$ cat config.mk
export PLATFORM = sky130hd
export DESIGN_NAME = fi_pipe_injector
export DESIGN_NICKNAME = d
export VERILOG_FILES = /design/src/rtl/fi_pipe_injector.sv
export SDC_FILE = /design/constraint.sdc
export NUM_CORES = 1
export LEC_CHECK = 0
export ABC_AREA = 0
export BUFFER_PORTS_ARGS = -buffer_cell sky130_fd_sc_hd__buf_4
export CORE_AREA = 2 2 156 158
export CTS_CLUSTER_DIAMETER = 30
export DETAILED_ROUTE_END_ITERATION = 10
export DIE_AREA = 0 0 158 160
export PLACE_DENSITY_LB_ADDON = 0.25
export SETUP_SLACK_MARGIN = 0.3
export SYNTH_ARGS = -nofsm -noshare
export SYNTH_HDL_FRONTEND = slang
export SYNTH_SLANG_ARGS = --single-unit
$ cat constraint.sdc
create_clock -name clk -period 4.75 [get_ports clk]
set_input_delay 1.1875 -clock clk [delete_from_list [all_inputs] [get_ports clk]]
set_output_delay 1.1875 -clock clk [all_outputs]
set_load 0.05 [all_outputs]
$ cat src/rtl/fi_pipe_injector.sv
// Fault-injection and observation shell around a WIDTH x DEPTH register pipeline.
// A timed controller corrupts one selected stage; a change monitor reports one stage.
module fi_pipe_injector #(
    parameter  int unsigned WIDTH = 8,
    parameter  int unsigned DEPTH = 3,
    parameter  int unsigned CNT_W = 16,
    localparam int unsigned SW    = $clog2(DEPTH)
) (
    input  logic                   clk,
    input  logic                   reset,
    input  logic [WIDTH-1:0]       din,
    input  logic                   enable,
    output logic [DEPTH*WIDTH-1:0] stage_q,
    output logic [WIDTH-1:0]       dout,
    output logic [WIDTH-1:0]       dout_n,
    input  logic                   fi_arm,
    input  logic [SW-1:0]          fi_stage,
    input  logic [1:0]             fi_mode,
    input  logic [WIDTH-1:0]       fi_mask,
    input  logic [CNT_W-1:0]       fi_delay,
    input  logic [CNT_W-1:0]       fi_duration,
    input  logic                   fi_abort,
    output logic                   fi_busy,
    output logic                   fi_active,
    output logic                   fi_done,
    input  logic [SW-1:0]          obs_sel,
    output logic                   obs_valid,
    output logic [WIDTH-1:0]       obs_data,
    input  logic                   obs_ready,
    output logic                   obs_overflow,
    output logic [CNT_W-1:0]       obs_count
);
    localparam logic [1:0] MODE_SA0  = 2'b01;
    localparam logic [1:0] MODE_SA1  = 2'b10;
    localparam logic [1:0] MODE_FLIP = 2'b11;

    typedef enum logic [1:0] {S_IDLE, S_WAIT, S_ACTIVE, S_DONE} state_t;

    state_t           state, state_nx;
    logic [CNT_W-1:0] cnt, cnt_nx;
    logic [CNT_W-1:0] dur_arm;
    logic             arm_ok;
    logic             busy_nx, active_nx, done_nx, inject;

    logic [SW-1:0]    cfg_stage;
    logic [1:0]       cfg_mode;
    logic [WIDTH-1:0] cfg_mask;
    logic [CNT_W-1:0] cfg_dur;

    logic [WIDTH-1:0] stage_r  [DEPTH];
    logic [WIDTH-1:0] stage_nx [DEPTH];

    logic [SW-1:0]    sel_r;
    logic             sel_chg;
    logic [WIDTH-1:0] prev, obs_cur;
    logic             obs_event;

    // Zero duration still yields one faulted edge
    assign dur_arm = (fi_duration == '0) ? CNT_W'(1) : fi_duration;

    // FSM state register and registered status outputs
    always_ff @(posedge clk or posedge reset) begin
        if (reset) begin
            state     <= S_IDLE;
            cnt       <= '0;
            fi_busy   <= 1'b0;
            fi_active <= 1'b0;
            fi_done   <= 1'b0;
        end else begin
            state     <= state_nx;
            cnt       <= cnt_nx;
            fi_busy   <= busy_nx;
            fi_active <= active_nx;
            fi_done   <= done_nx;
        end
    end

    // FSM next state; cnt holds remaining WAIT or ACTIVE cycles
    always_comb begin
        state_nx = state;
        cnt_nx   = cnt;
        arm_ok   = 1'b0;
        case (state)
            S_IDLE: begin
                if (fi_arm) begin
                    arm_ok = 1'b1;
                    if (fi_delay != '0) begin
                        state_nx = S_WAIT;
                        cnt_nx   = fi_delay;
                    end else begin
                        state_nx = S_ACTIVE;
                        cnt_nx   = dur_arm;
                    end
                end
            end
            S_WAIT: begin
                if (fi_abort) begin
                    state_nx = S_IDLE;
                end else if (cnt == CNT_W'(1)) begin
                    state_nx = S_ACTIVE;
                    cnt_nx   = cfg_dur;
                end else begin
                    cnt_nx = cnt - CNT_W'(1);
                end
            end
            S_ACTIVE: begin
                if (fi_abort) begin
                    state_nx = S_IDLE;
                end else if (cnt == CNT_W'(1)) begin
                    state_nx = S_DONE;
                end else begin
                    cnt_nx = cnt - CNT_W'(1);
                end
            end
            S_DONE:  state_nx = S_IDLE;
            default: state_nx = S_IDLE;
        endcase
    end

    // FSM outputs: status follows the next state so the flops track the state register
    always_comb begin
        busy_nx   = 1'b0;
        active_nx = 1'b0;
        done_nx   = 1'b0;
        inject    = 1'b0;
        busy_nx   = (state_nx != S_IDLE);
        active_nx = (state_nx == S_ACTIVE);
        done_nx   = (state_nx == S_DONE);
        inject    = (state == S_ACTIVE) && !fi_abort;
    end

    // Fault configuration captured on an accepted arm
    always_ff @(posedge clk or posedge reset) begin
        if (reset) begin
            cfg_stage <= '0;
            cfg_mode  <= '0;
            cfg_mask  <= '0;
            cfg_dur   <= '0;
        end else if (arm_ok) begin
            cfg_stage <= fi_stage;
            cfg_mode  <= fi_mode;
            cfg_mask  <= fi_mask;
            cfg_dur   <= dur_arm;
        end
    end

    // Pipeline next values with the fault folded into the target stage
    always_comb begin
        stage_nx[0] = enable ? din : stage_r[0];
        for (int i = 1; i < int'(DEPTH); i++) begin
            stage_nx[i] = stage_r[i-1];
        end
        for (int i = 0; i < int'(DEPTH); i++) begin
            if (inject && (cfg_stage == SW'(i))) begin
                case (cfg_mode)
                    MODE_SA0:  stage_nx[i] = stage_nx[i] & ~cfg_mask;
                    MODE_SA1:  stage_nx[i] = stage_nx[i] | cfg_mask;
                    MODE_FLIP: stage_nx[i] = stage_nx[i] ^ cfg_mask;
                    default:   ;
                endcase
            end
        end
    end

    always_ff @(posedge clk or posedge reset) begin
        if (reset) begin
            for (int i = 0; i < int'(DEPTH); i++) begin
                stage_r[i] <= '0;
            end
            dout_n <= '0;
        end else begin
            for (int i = 0; i < int'(DEPTH); i++) begin
                stage_r[i] <= stage_nx[i];
            end
            dout_n <= ~stage_r[0];
        end
    end

    for (genvar g = 0; g < int'(DEPTH); g++) begin : g_stage_q
        assign stage_q[g*WIDTH +: WIDTH] = stage_r[g];
    end
    assign dout = stage_r[DEPTH-1];

    // Observed stage value; an out-of-range select reads as zero
    always_comb begin
        obs_cur = '0;
        for (int i = 0; i < int'(DEPTH); i++) begin
            if (sel_r == SW'(i)) obs_cur = stage_r[i];
        end
    end

    // prev belongs to the old select for one cycle after a switch, hence the blind cycle
    assign obs_event = !sel_chg && (obs_cur != prev);

    always_ff @(posedge clk or posedge reset) begin
        if (reset) begin
            sel_r        <= '0;
            sel_chg      <= 1'b0;
            prev         <= '0;
            obs_valid    <= 1'b0;
            obs_data     <= '0;
            obs_overflow <= 1'b0;
            obs_count    <= '0;
        end else begin
            sel_r   <= obs_sel;
            sel_chg <= (obs_sel != sel_r);
            prev    <= obs_cur;
            if (obs_event) begin
                if (!obs_valid || obs_ready) begin
                    obs_data  <= obs_cur;
                    obs_valid <= 1'b1;
                end else begin
                    obs_overflow <= 1'b1;
                end
                if (obs_count != {CNT_W{1'b1}}) obs_count <= obs_count + CNT_W'(1);
            end else if (obs_valid && obs_ready) begin
                obs_valid <= 1'b0;
            end
        end
    end

endmodule

# Word-level counts from Yosys, hierarchy flattened
# Index checks and enable logic that the tools add are counted.
# Widths: inputs -> output; s select.
dict set report totals {
  regBits 118
  in_bits 60
}
dict set report classes {
  reduce_logical 23
  addsub 2
  eq_ne 21
  n_bitwise 12
  muxes 30
}
# op count
set op_table {}
lappend op_table {{$mux 16} 7}
lappend op_table {{$pmux 8 s3} 3}
lappend op_table {{$mux 8} 7}
lappend op_table {{$pmux 16 s3} 1}
lappend op_table {{$and 8x8->8} 3}
lappend op_table {{$or 8x8->8} 3}
lappend op_table {{$xor 8x8->8} 3}
lappend op_table {{$add 16x1->16 const B} 1}
lappend op_table {{$eq 16x1->1 const B} 1}
lappend op_table {{$eq 2x2->1 const B} 8}
lappend op_table {{$logic_not 16->1} 1}
lappend op_table {{$ne 16x16->1 const B} 1}
lappend op_table {{$not 8->8} 2}
lappend op_table {{$reduce_bool 16->1} 1}
lappend op_table {{$sub 16x1->16 const B} 1}
lappend op_table {{$mux 2} 6}
lappend op_table {{$eq 2x1->1 const B} 4}
lappend op_table {{$ne 2x2->1 const B} 4}
lappend op_table {{$ne 8x8->1} 1}
lappend op_table {{$pmux 2 s4} 1}
lappend op_table {{$reduce_and 2->1} 4}
lappend op_table {{$logic_and 1x1->1} 6}
lappend op_table {{$logic_not 2->1} 3}
lappend op_table {{$mux 1} 5}
lappend op_table {{other kinds (8)} 11}

# Logic depth before layout (Yosys ltp)
# Gate-level depths: netlist of run 1.
dict set report depth {
  word_depth 8
  depth_mapped 10
  ltp_nobuf 9
}

# Least setup slack after synthesis of run 1
# Ideal clock, no wire load.
dict set report synth_path {
  path_kind {input port to flip-flop}
  startpoint {input enable}
  endpoint {register stage_r (netlist bit stage_q[0])}
  cell_stages 6
  path_slack_ns 2.044
  t_arrival_ns 2.556
  setup_time_ns 0.150
  path_cell_list {clkbuf_1 mux2i_1 ha_1 mux2_2 a21oi_1 mux2i_1}
}
# element line
set synth_lines {}
lappend synth_lines {{start: declaration} 12} ;# input logic enable,
lappend synth_lines {{end signal: indexed assignment} 173} ;# stage_r[i] <= stage_nx[i];
lappend synth_lines {{end: declaration} 50} ;# logic [WIDTH-1:0] stage_r [DEPTH];

# Worst setup path after layout of run 1
dict set report layout_path {
  startpoint {register cnt[4]}
  endpoint {register cnt[8]}
}
dict set report layout_via {
  elab_chain_len 4
  word_cells_on_any_way 9
}
# element line
set layout_lines {}
lappend layout_lines {{start: declaration} 40} ;# logic [CNT_W-1:0] cnt, cnt_nx;
lappend layout_lines {{start signal: assignment} 71} ;# cnt <= cnt_nx;
lappend layout_lines {{$sub 16x1->16 / $eq 16x1->1 (equally long branches)} --}
lappend layout_lines {{$mux 16, on equally long branches} {109, 99}}
lappend layout_lines {{$mux 16, on equally long branches} {107, 97}}
lappend layout_lines {{$pmux 16 s3} 83} ;# case (state)
# Several ways; a longest one is shown, not always the timed one. The select of a mux whose other input is x is not followed.
# A chain may end at the register's enable or synchronous reset.

==> summary.txt, run 1 <==
Drt
  • DRC Markers: 0
  • DR WL/cell: 16.14 um
  • Via count: 5477
  • Vias/cell: 4.843
  • Post-DRT Antenna Nets: 0
  • DRT iter0 DRCs: 325
  • Routed WL: 18250 um
  • 1st-pass router iterations: 5

Power
  • Total power draw: 0.004928 W
  • Max VDD drop: 0.2263 mV
  • Lkg Pwr: 4.084 nW
  • PwrDens: 559.3 nW/um^2

Floorplanning
  • I/O pins: 129
  • CORE AREA: 23820 sq um
  • Die X: 158 um
  • Die area: 25280 sq um
  • Die Ht: 160 um
  • # rows: 57
  • Initial Utilization: 29.26%

STA
  • Final TNS setup: 0 ps
  • Hold_ws: 469.5 ps
  • Final worst setup slack: 1707 ps
  • Final Skew: 8.257 ps
  • RSZ-0062 raised after global routing: no
  • Final min period: 3043 ps
  • Hold Vio Cnt, Final: 0
  • Final Setup Violations: 0
  • Fin crit share: 64.06%
  • Max Freq: 328.6 MHz
  • Slew headroom: 29.47%
  • Actual slew at the worst max-slew pin: 1058 ps
  • Final slew viol count: 0

Worst setup path
  • CP Class: flip-flop to flip-flop
  • Worst R2R End: cnt[8]$_DFFE_PP0P_
  • Worst EP arrival: 3350 ps
  • Crit. End Element: flip-flop
  • CP required: 5050 ps
  • CP startpoint kind: flip-flop
  • Worst r2r path cells: 7
  • CP cell instances: or4_4 > or3_4 > or3_4 > a21oi_4 > or4_2 > nand3_1 > a32o_1
  • CP most frequent cell: or3_4
  • Worst path slowest cell: or4_4
  • R2R setup slack: 1710 ps
  • Max stage delay on crit path: 620 ps
  • Worst flop-to-flop path startpoint: cnt[4]$_DFFE_PP0P_
  • Worst-path fanout max: 19

Placement
  • Pre-CTS setup slack: 1582 ps
  • Post-DP Area: 8193 sq um
  • Port bufs: 128
  • Final Wtd Congestion: 0.8123
  • Post-DP HPWL: 13020 um

Synthesis
  • Seq/Total Area, Yosys: 42.36%
  • Post-Syn Area: 6970 sq um
  • Mapped Cells: 681
  • Async SR Flop Fraction: 100.0%
  • Post-Syn Nets: 797
  • EDFF count, synth: 0
  • Synth unique cells: 55
  • Synth Warn #: 0
  • Yosys reg bits: 118
  • Avg Cell Area, Syn: 10.24 sq um
  • Top FF cell, synth: dfrtp_1

CTS
  • Clk buf depth: 2
  • Skew-Pair Late Insertion Delay: 420 ps
  • Root Driver: clkbuf_16
  • CTS Buf Count: 17
  • CTS-repair resized insts: 0
  • Clock sinks: 118
  • # hold bufs at CTS: 0
  • Worst-path clk slew: 60 ps
  • Max H-tree Level: 4
  • Post-CTS setup buffer count: 0
  • CTS tree: yes

Layout
  • Filler cell count: 2449
  • Most frequent cells in the layout: 135 x buf_4, 118 x dfrtp_1, 64 x o21ai_0, 60 x mux2_2, 58 x nand2_1
  • Area delta synth->final: 26.40%
  • # diodes: 0
  • Nets: 910
  • Layout cells sized above 1: 30.24%
  • Design Area, Final: 8811 sq um
  • Most common cell after layout, fill and taps aside: buf_4

Global routing
  • First-pass GRT wire length: 29380 um
  • GRT Total Usage: 14.85%
  • Gr ovfl total: 0
  • Vias in the first global route: 5346
  • Initial antenna violation count: 0
  • Pin count of the biggest net entering global routing: 64

Run
  • Max cap viols: 0

Worst hold path
  • Hold depth: 1
  • Min-delay src: obs_overflow$_DFFE_PP0P_
  • Hold endpoint: obs_overflow$_DFFE_PP0P_
  • Hold crit path type: flip-flop to flip-flop

Status
  • Outcome: completed
cells in the mapped netlist (all sizes together), types with 15 or more instances:
| cell | n | area [sq um] |
|---|---|---|
| inv | 45 | 168.9 |
| dfrtp | 118 | 2953 |
| ha | 56 | 700.7 |
| o21ai | 64 | 320.3 |
| a21oi | 23 | 126.4 |
| buf | 22 | 133.9 |
| mux2i | 24 | 240.2 |
| nor2 | 25 | 93.84 |
| mux2 | 60 | 675.7 |
| clkbuf | 20 | 85.08 |
| nand2 | 58 | 217.7 |
| xor2 | 15 | 131.4 |
worst max-delay path, delay by kind of cell, from the launching register on:
family	cells	cell delay (ps)
AO/OA/AOI/OAI	2	810
flip-flops	1	470
AND/OR/NAND/NOR	5	1650
stage by stage:
stage | cells | util, %
CTS | 1131 | 36.99
finish | 1131 | 36.99
global placement | 1099 | 34.39
floorplan | 681 | -
detailed placement | 1099 | 34.39
global route | 1131 | 36.99
cells by family (layout without fill, tap and decap cells):
group | after synthesis | in the layout | share of synthesized area [%]
XOR/XNOR | 27 | 27 | 3.393
flip-flops | 118 | 118 | 42.36
adder cells (fa/ha/maj) | 56 | 56 | 10.05
AND/OR/NAND/NOR | 175 | 175 | 13.34
AO/OA/AOI/OAI | 134 | 134 | 12.15
buffers and inverters | 87 | 213 | 5.564
multiplexers | 84 | 84 | 13.14
report_power, final:
| part | leakage [nW] | switching (W) | internal [W] |
|---|---|---|---|
| clock network | 0.295 | 0.000517 | 0.000837 |
| registers | 1.43 | 0.000246 | 0.00130 |
| logic | 2.36 | 0.00120 | 0.000837 |
| total | 4.08 | 0.00196 | 0.00297 |
state kept, by name, summed over array words and instances (netlist names), 8 cells and up:
register and count:
dout 8, stage_q 16, cnt 16, prev 8, obs_data 8, cfg_dur 16, cfg_mask 8, obs_count 16
dout_n 8
worst max-delay path by stage:
stage | slack (ps) | endpoint | start
detailed placement | 1580 | cnt[14]$_DFFE_PP0P_ | fi_delay[10]
finish | 1710 | cnt[8]$_DFFE_PP0P_ | cnt[4]$_DFFE_PP0P_
global route | 1540 | cnt[2]$_DFFE_PP0P_ | cnt[1]$_DFFE_PP0P_
floorplan | 430 | cfg_dur[0]$_DFFE_PP0P_ | reset
CTS | 1720 | cnt[11]$_DFFE_PP0P_ | cnt[1]$_DFFE_PP0P_
global placement | 1490 | cnt[14]$_DFFE_PP0P_ | fi_delay[10]
per-layer routing:
metal	GRT usage, %	part of all wire (%)	vias to the layer above
met2	21.98	43	184
met5	0	0	-
met4	5.610	1.9	0
met1	21.49	49	2624
li1	-	-	2646
met3	2.714	5.2	23
area by class of cell:
cell class	instances	area [sq um]	area share, %
timing repair buffer	136	1033	11.73
tap	324	405.4	4.601
clock inverter	15	192.7	2.187
inverter	45	171.4	1.945
sequential	118	2953	33.51
clock buffer	17	425.4	4.828
multi-input combinational	476	3630	41.20
Note: power is estimated with default switching activity, not from simulation.
==> run 2, diff against run 1 <==
clock period = 3 ns   (was 4.75 ns; I/O delays follow)
==> summary.txt, run 2 (same netlist as run 1, synthesis figures left out) <==
CTS
  • CTS Buf Count: 17
  • Worst-path clk slew: 60 ps
  • Clk buf depth: 2
  • # hold bufs at CTS: 0
  • Max H-tree Level: 4
  • Root Driver: clkbuf_16
  • Skew-Pair Late Insertion Delay: 420 ps
  • Clock sinks: 118
  • CTS tree: yes

Power
  • Max VDD drop: 0.3660 mV
  • Total power draw: 0.007948 W
  • PwrDens: 883.3 nW/um^2
  • Lkg Pwr: 4.184 nW

Floorplanning
  • Die Ht: 160 um
  • Die area: 25280 sq um
  • Die X: 158 um
  • I/O pins: 129
  • CORE AREA: 23820 sq um
  • # rows: 57
  • Initial Utilization: 29.26%

Drt
  • Post-DRT Antenna Nets: 0
  • DRT iter0 DRCs: 221
  • Vias/cell: 4.806
  • M1 WL: 8866 um
  • Via count: 5537
  • Met3 Wirelength: 935 um
  • DRC Markers: 0
  • DR WL/cell: 15.87 um
  • Routed WL: 18280 um
  • Met2 WL: 8222 um
  • Top Layer Used: met4
  • 1st-pass router iterations: 4

STA
  • Final Setup Violations: 0
  • Actual slew at the worst max-slew pin: 816.4 ps
  • Final min period: 2614 ps
  • RSZ-0062 raised after global routing: yes
  • Final worst setup slack: 386.1 ps
  • Fin crit share: 87.13%
  • Hold_ws: 459.4 ps
  • Slew headroom: 45.57%
  • Hold Vio Cnt, Final: 0
  • Final Skew: 7.754 ps
  • Final slew viol count: 0
  • Final TNS setup: 0 ps
  • Max Freq: 382.6 MHz

Placement
  • Port bufs: 128
  • Final Wtd Congestion: 0.7655
  • Post-DP Area: 8327 sq um
  • Post-DP HPWL: 12970 um
  • Pre-CTS setup slack: 302.6 ps

Layout
  • Layout cells sized above 1: 32.16%
  • Filler cell count: 2396
  • Most frequent cells in the layout: 153 x buf_4, 117 x dfrtp_1, 63 x o21ai_0, 60 x mux2_2, 58 x nand2_1
  • Nets: 930
  • Most common cell after layout, fill and taps aside: buf_4
  • Area delta synth->final: 29.08%
  • Design Area, Final: 8997 sq um

Worst setup path
  • CP startpoint kind: flip-flop
  • Crit. End Element: flip-flop
  • Worst-path fanout max: 7
  • CP Class: flip-flop to flip-flop
  • Worst EP arrival: 2920 ps
  • CP required: 3310 ps

Global routing
  • Initial antenna violation count: 1
  • Gr ovfl total: 0
  • First-pass GRT wire length: 29040 um
  • Pin count of the biggest net entering global routing: 119
  • GRT Total Usage: 14.60%
  • Vias in the first global route: 5405

Status
  • Outcome: completed

Run
  • Max cap viols: 0

Worst hold path
  • Hold crit path type: flip-flop to flip-flop
==> run 2: layout make-up <==
class	instances	area (sq um)	share of cell area, %
clock buffer	19	432.9	4.812
antenna	1	2.502	0.02781
clock inverter	13	195.2	2.169
sequential	118	2954	32.83
tap	324	405.4	4.506
inverter	45	172.7	1.919
multi-input combinational	476	3650	40.56
timing repair buffer	156	1185	13.17
==> run 2: final timing paths <==
kind / start / to / slack, ps / cells past startpoint
max in group asynchronous: reset / cfg_mode[1]$_DFFE_PP0P_ / 1970 / 3
max: cnt[4]$_DFFE_PP0P_ / cnt[6]$_DFFE_PP0P_ / 390 / 8
min: obs_overflow$_DFFE_PP0P_ / obs_overflow$_DFFE_PP0P_ / 460 / 1
min reg2reg: obs_overflow$_DFFE_PP0P_ / obs_overflow$_DFFE_PP0P_ / 460 / 1
min in group asynchronous: reset / fi_active$_DFF_PP0_ / 530 / 3
max reg2reg: cnt[4]$_DFFE_PP0P_ / cnt[6]$_DFFE_PP0P_ / 390 / 8
==> run 2: worst max-delay path: stages, from the launching register on <==
cell and delay [ps]:
dfrtp_1 380, or4_4 580, or3_4 370, or3_4 370, a21oi_4 180, buf_6 150, or3_2 110, nand3_1 60
a32o_1 300
==> run 2: power by group <==
part | switching [W] | internal (W) | total (W)
clock | 0.000785 | 0.00140 | 0.00219
sequential | 0.000373 | 0.00205 | 0.00243
combinational | 0.00193 | 0.00141 | 0.00334
total | 0.00308 | 0.00486 | 0.00795
==> run 2: stage by stage <==
stage / std cells / util (%)
6_report: 1152 / 37.77
5_1_grt: 1152 / 37.77
4_1_cts: 1148 / 37.61
3_5_place_dp: 1116 / 34.96
3_3_place_gp: 1116 / 34.96
2_1_floorplan: 681 / -
==> run 2: metal layers <==
metal / up-vias / track usage (%)
met1: 2697 / 20.52
met3: 16 / 3.474
met4: 0 / 5.037
met5: - / 0
met2: 140 / 21.92
li1: 2684 / -
==> run 2: what timing repair did <==
| item | in CTS | in global routing |
|---|---|---|
| gates cloned | 0 | 1 |
| pin swaps | 0 | 5 |
| endpoints found under the setup margin | 3 | 26 |
| buffers inserted | 0 | 2 |
| gates resized for setup | 1 | 5 |
==> run 3, diff against run 2 <==
MAX_ROUTING_LAYER = met4   (was not set)
clock period = 2.98 ns   (was 3 ns; I/O delays follow)
==> summary.txt, run 3 (same netlist as run 1, synthesis figures left out) <==
Layout
  • Area delta synth->final: 29.49%
  • Non-Filler Instances: 1149
  • Finished Core Util: 37.89%
  • # diodes: 0
  • Most common cell after layout, fill and taps aside: buf_4
  • Nets: 928
  • Most frequent cells in the layout: 150 x buf_4, 117 x dfrtp_1, 63 x o21ai_0, 60 x mux2_2, 58 x nand2_1
  • Layout cells sized above 1: 32.12%

CTS
  • Clock sinks: 118
  • CTS tree: yes
  • CTS Buf Count: 17
  • Max H-tree Level: 4
  • Skew-Pair Late Insertion Delay: 420 ps
  • Worst-path clk slew: 70 ps
  • Root Driver: clkbuf_16
  • Clk buf depth: 2

Drt
  • DRT iter0 DRCs: 311
  • Via count: 5500
  • Vias/cell: 4.787
  • DR WL/cell: 15.68 um
  • Post-DRT Antenna Nets: 0
  • Routed WL: 18010 um
  • 1st-pass router iterations: 5
  • DRC Markers: 0

Power
  • Sw Pwr: 0.003119 W
  • Max VDD drop: 0.3399 mV
  • Comb pwr share: 41.9%
  • Seq pwr share: 30.5%
  • PwrDens: 892.1 nW/um^2
  • Net Sw Frac: 38.73%
  • Lkg Pwr: 4.192 nW
  • Clock Power Share: 27.6%
  • P_int: 0.004934 W

Status
  • Outcome: completed

STA
  • Final Setup Violations: 0
  • RSZ-0062 raised after global routing: no
  • Max Freq: 388.7 MHz
  • Final Skew: 13.36 ps
  • Hold Vio Cnt, Final: 0
  • Fin crit share: 86.32%
  • Final TNS setup: 0 ps
  • Final min period: 2572 ps
  • Actual slew at the worst max-slew pin: 782.3 ps
  • Slew headroom: 47.84%
  • Final slew viol count: 0

Worst setup path
  • Crit. End Element: flip-flop
  • CP cell instances: or4_4 > or3_4 > or3_4 > a21oi_4 > buf_4 > o311ai_0 > a32o_1
  • Worst R2R End: cnt[2]$_DFFE_PP0P_
  • Worst flop-to-flop path startpoint: cnt[7]$_DFFE_PP0P_
  • CP Class: flip-flop to flip-flop
  • CP most frequent cell: or3_4
  • Worst path slowest cell: or4_4
  • Worst-path fanout max: 5
  • CP startpoint kind: flip-flop
  • Worst r2r path cells: 7
  • Crit path from: cnt[7]$_DFFE_PP0P_
  • Max stage delay on crit path: 560 ps
  • CP required: 3280 ps
  • R2R setup slack: 410 ps
  • Worst EP arrival: 2880 ps

Worst hold path
  • Hold endpoint: sel_r[1]$_DFF_PP0_
  • Hold crit path type: input pin to flip-flop
  • Hold depth: 1
  • Min-delay src: obs_sel[1]

Floorplanning
  • I/O pins: 129
  • CORE AREA: 23820 sq um
  • Die X: 158 um
  • # rows: 57
  • Die Ht: 160 um
  • Initial Utilization: 29.26%
  • Die area: 25280 sq um

Placement
  • Final Wtd Congestion: 0.7771
  • Post-DP HPWL: 12950 um
  • Placed insts: 1114
  • Port bufs: 128

Global routing
  • Vias in the first global route: 5231
  • GRT Total Usage: 14.87%
  • First-pass GRT wire length: 28610 um
  • Pin count of the biggest net entering global routing: 119
  • Initial antenna violation count: 0
  • Gr ovfl total: 0

Run
  • Max cap viols: 0
## run 3: cell count changes in the layout (fill, tap and decap cells not counted), sizes merged
cell,delta
buf,-3
clkbuf,+1
diode,-1
## run 3: worst max path at each step
stage / endpoint / slack (ps) / cells after the start
5_1_grt: cnt[6]$_DFFE_PP0P_ / 300 / 8
3_5_place_dp: obs_data[3]$_DFFE_PP0P_ / 230 / 7
2_1_floorplan: cnt[8]$_DFFE_PP0P_ / 480 / 7
3_3_place_gp: cnt[6]$_DFFE_PP0P_ / 360 / 8
6_report: cnt[2]$_DFFE_PP0P_ / 410 / 7
4_1_cts: cnt[12]$_DFFE_PP0P_ / 330 / 7
## run 3: worst max-delay path, delay by kind of cell, from the launching register on
family | cells | cell delay [ps]
and+or+nand+nor | 3 | 1300
AOI/OAI and AO/OA | 3 | 590
DFF | 1 | 390
buffers and inverters | 1 | 170
## run 3: stage by stage
stage                     hold slack (ps)  instance area, sq um  setup slack [ps]  power [W]
final                               456.8                  9026             407.6   0.008053
after global routing                439.7                  9026             299.6   0.008616
after CTS                           435.3                  8966             326.2   0.008049
after detailed placement            449.0                  8337             230.5   0.005781
after global placement              451.0                  8337             360.9   0.005728
after floorplan                     450.6                  6974             479.0   0.004852
## run 3: power by group through the flow
stage | logic [W] | registers, W | clock network [W]
2_1_floorplan | 0.00204 | 0.00281 | 0
3_3_place_gp | 0.00326 | 0.00247 | 0
3_5_place_dp | 0.00330 | 0.00248 | 0
4_1_cts | 0.00332 | 0.00245 | 0.00228
5_1_grt | 0.00375 | 0.00252 | 0.00234
6_report | 0.00338 | 0.00245 | 0.00222
## run 3: routing by layer
metal	vias up	share of wire, %	GRT usage, %
met5	-	0	-
li1	2687	-	-
met4	0	1.2	4.423
met1	2643	48	21.10
met3	17	5.6	3.365
met2	153	45	21.09
## run 3: cell type report
type | count | area, sq um
Tap cell | 324 | 405.4
Sequential cell | 118 | 2954
Inverter | 45 | 172.7
Fill cell | 2422 | 14790
Multi-Input combinational cell | 476 | 3655
Clock buffer | 19 | 432.9
Clock inverter | 13 | 195.2
Timing Repair Buffer | 154 | 1211
## run 3: repair_timing
action,4_1_cts,5_1_grt
pin swaps,0,3
setup buffers,0,2
cloned,0,1
gates resized for setup,1,5
hold buffers,0,0
setup endpoints to repair,8,19
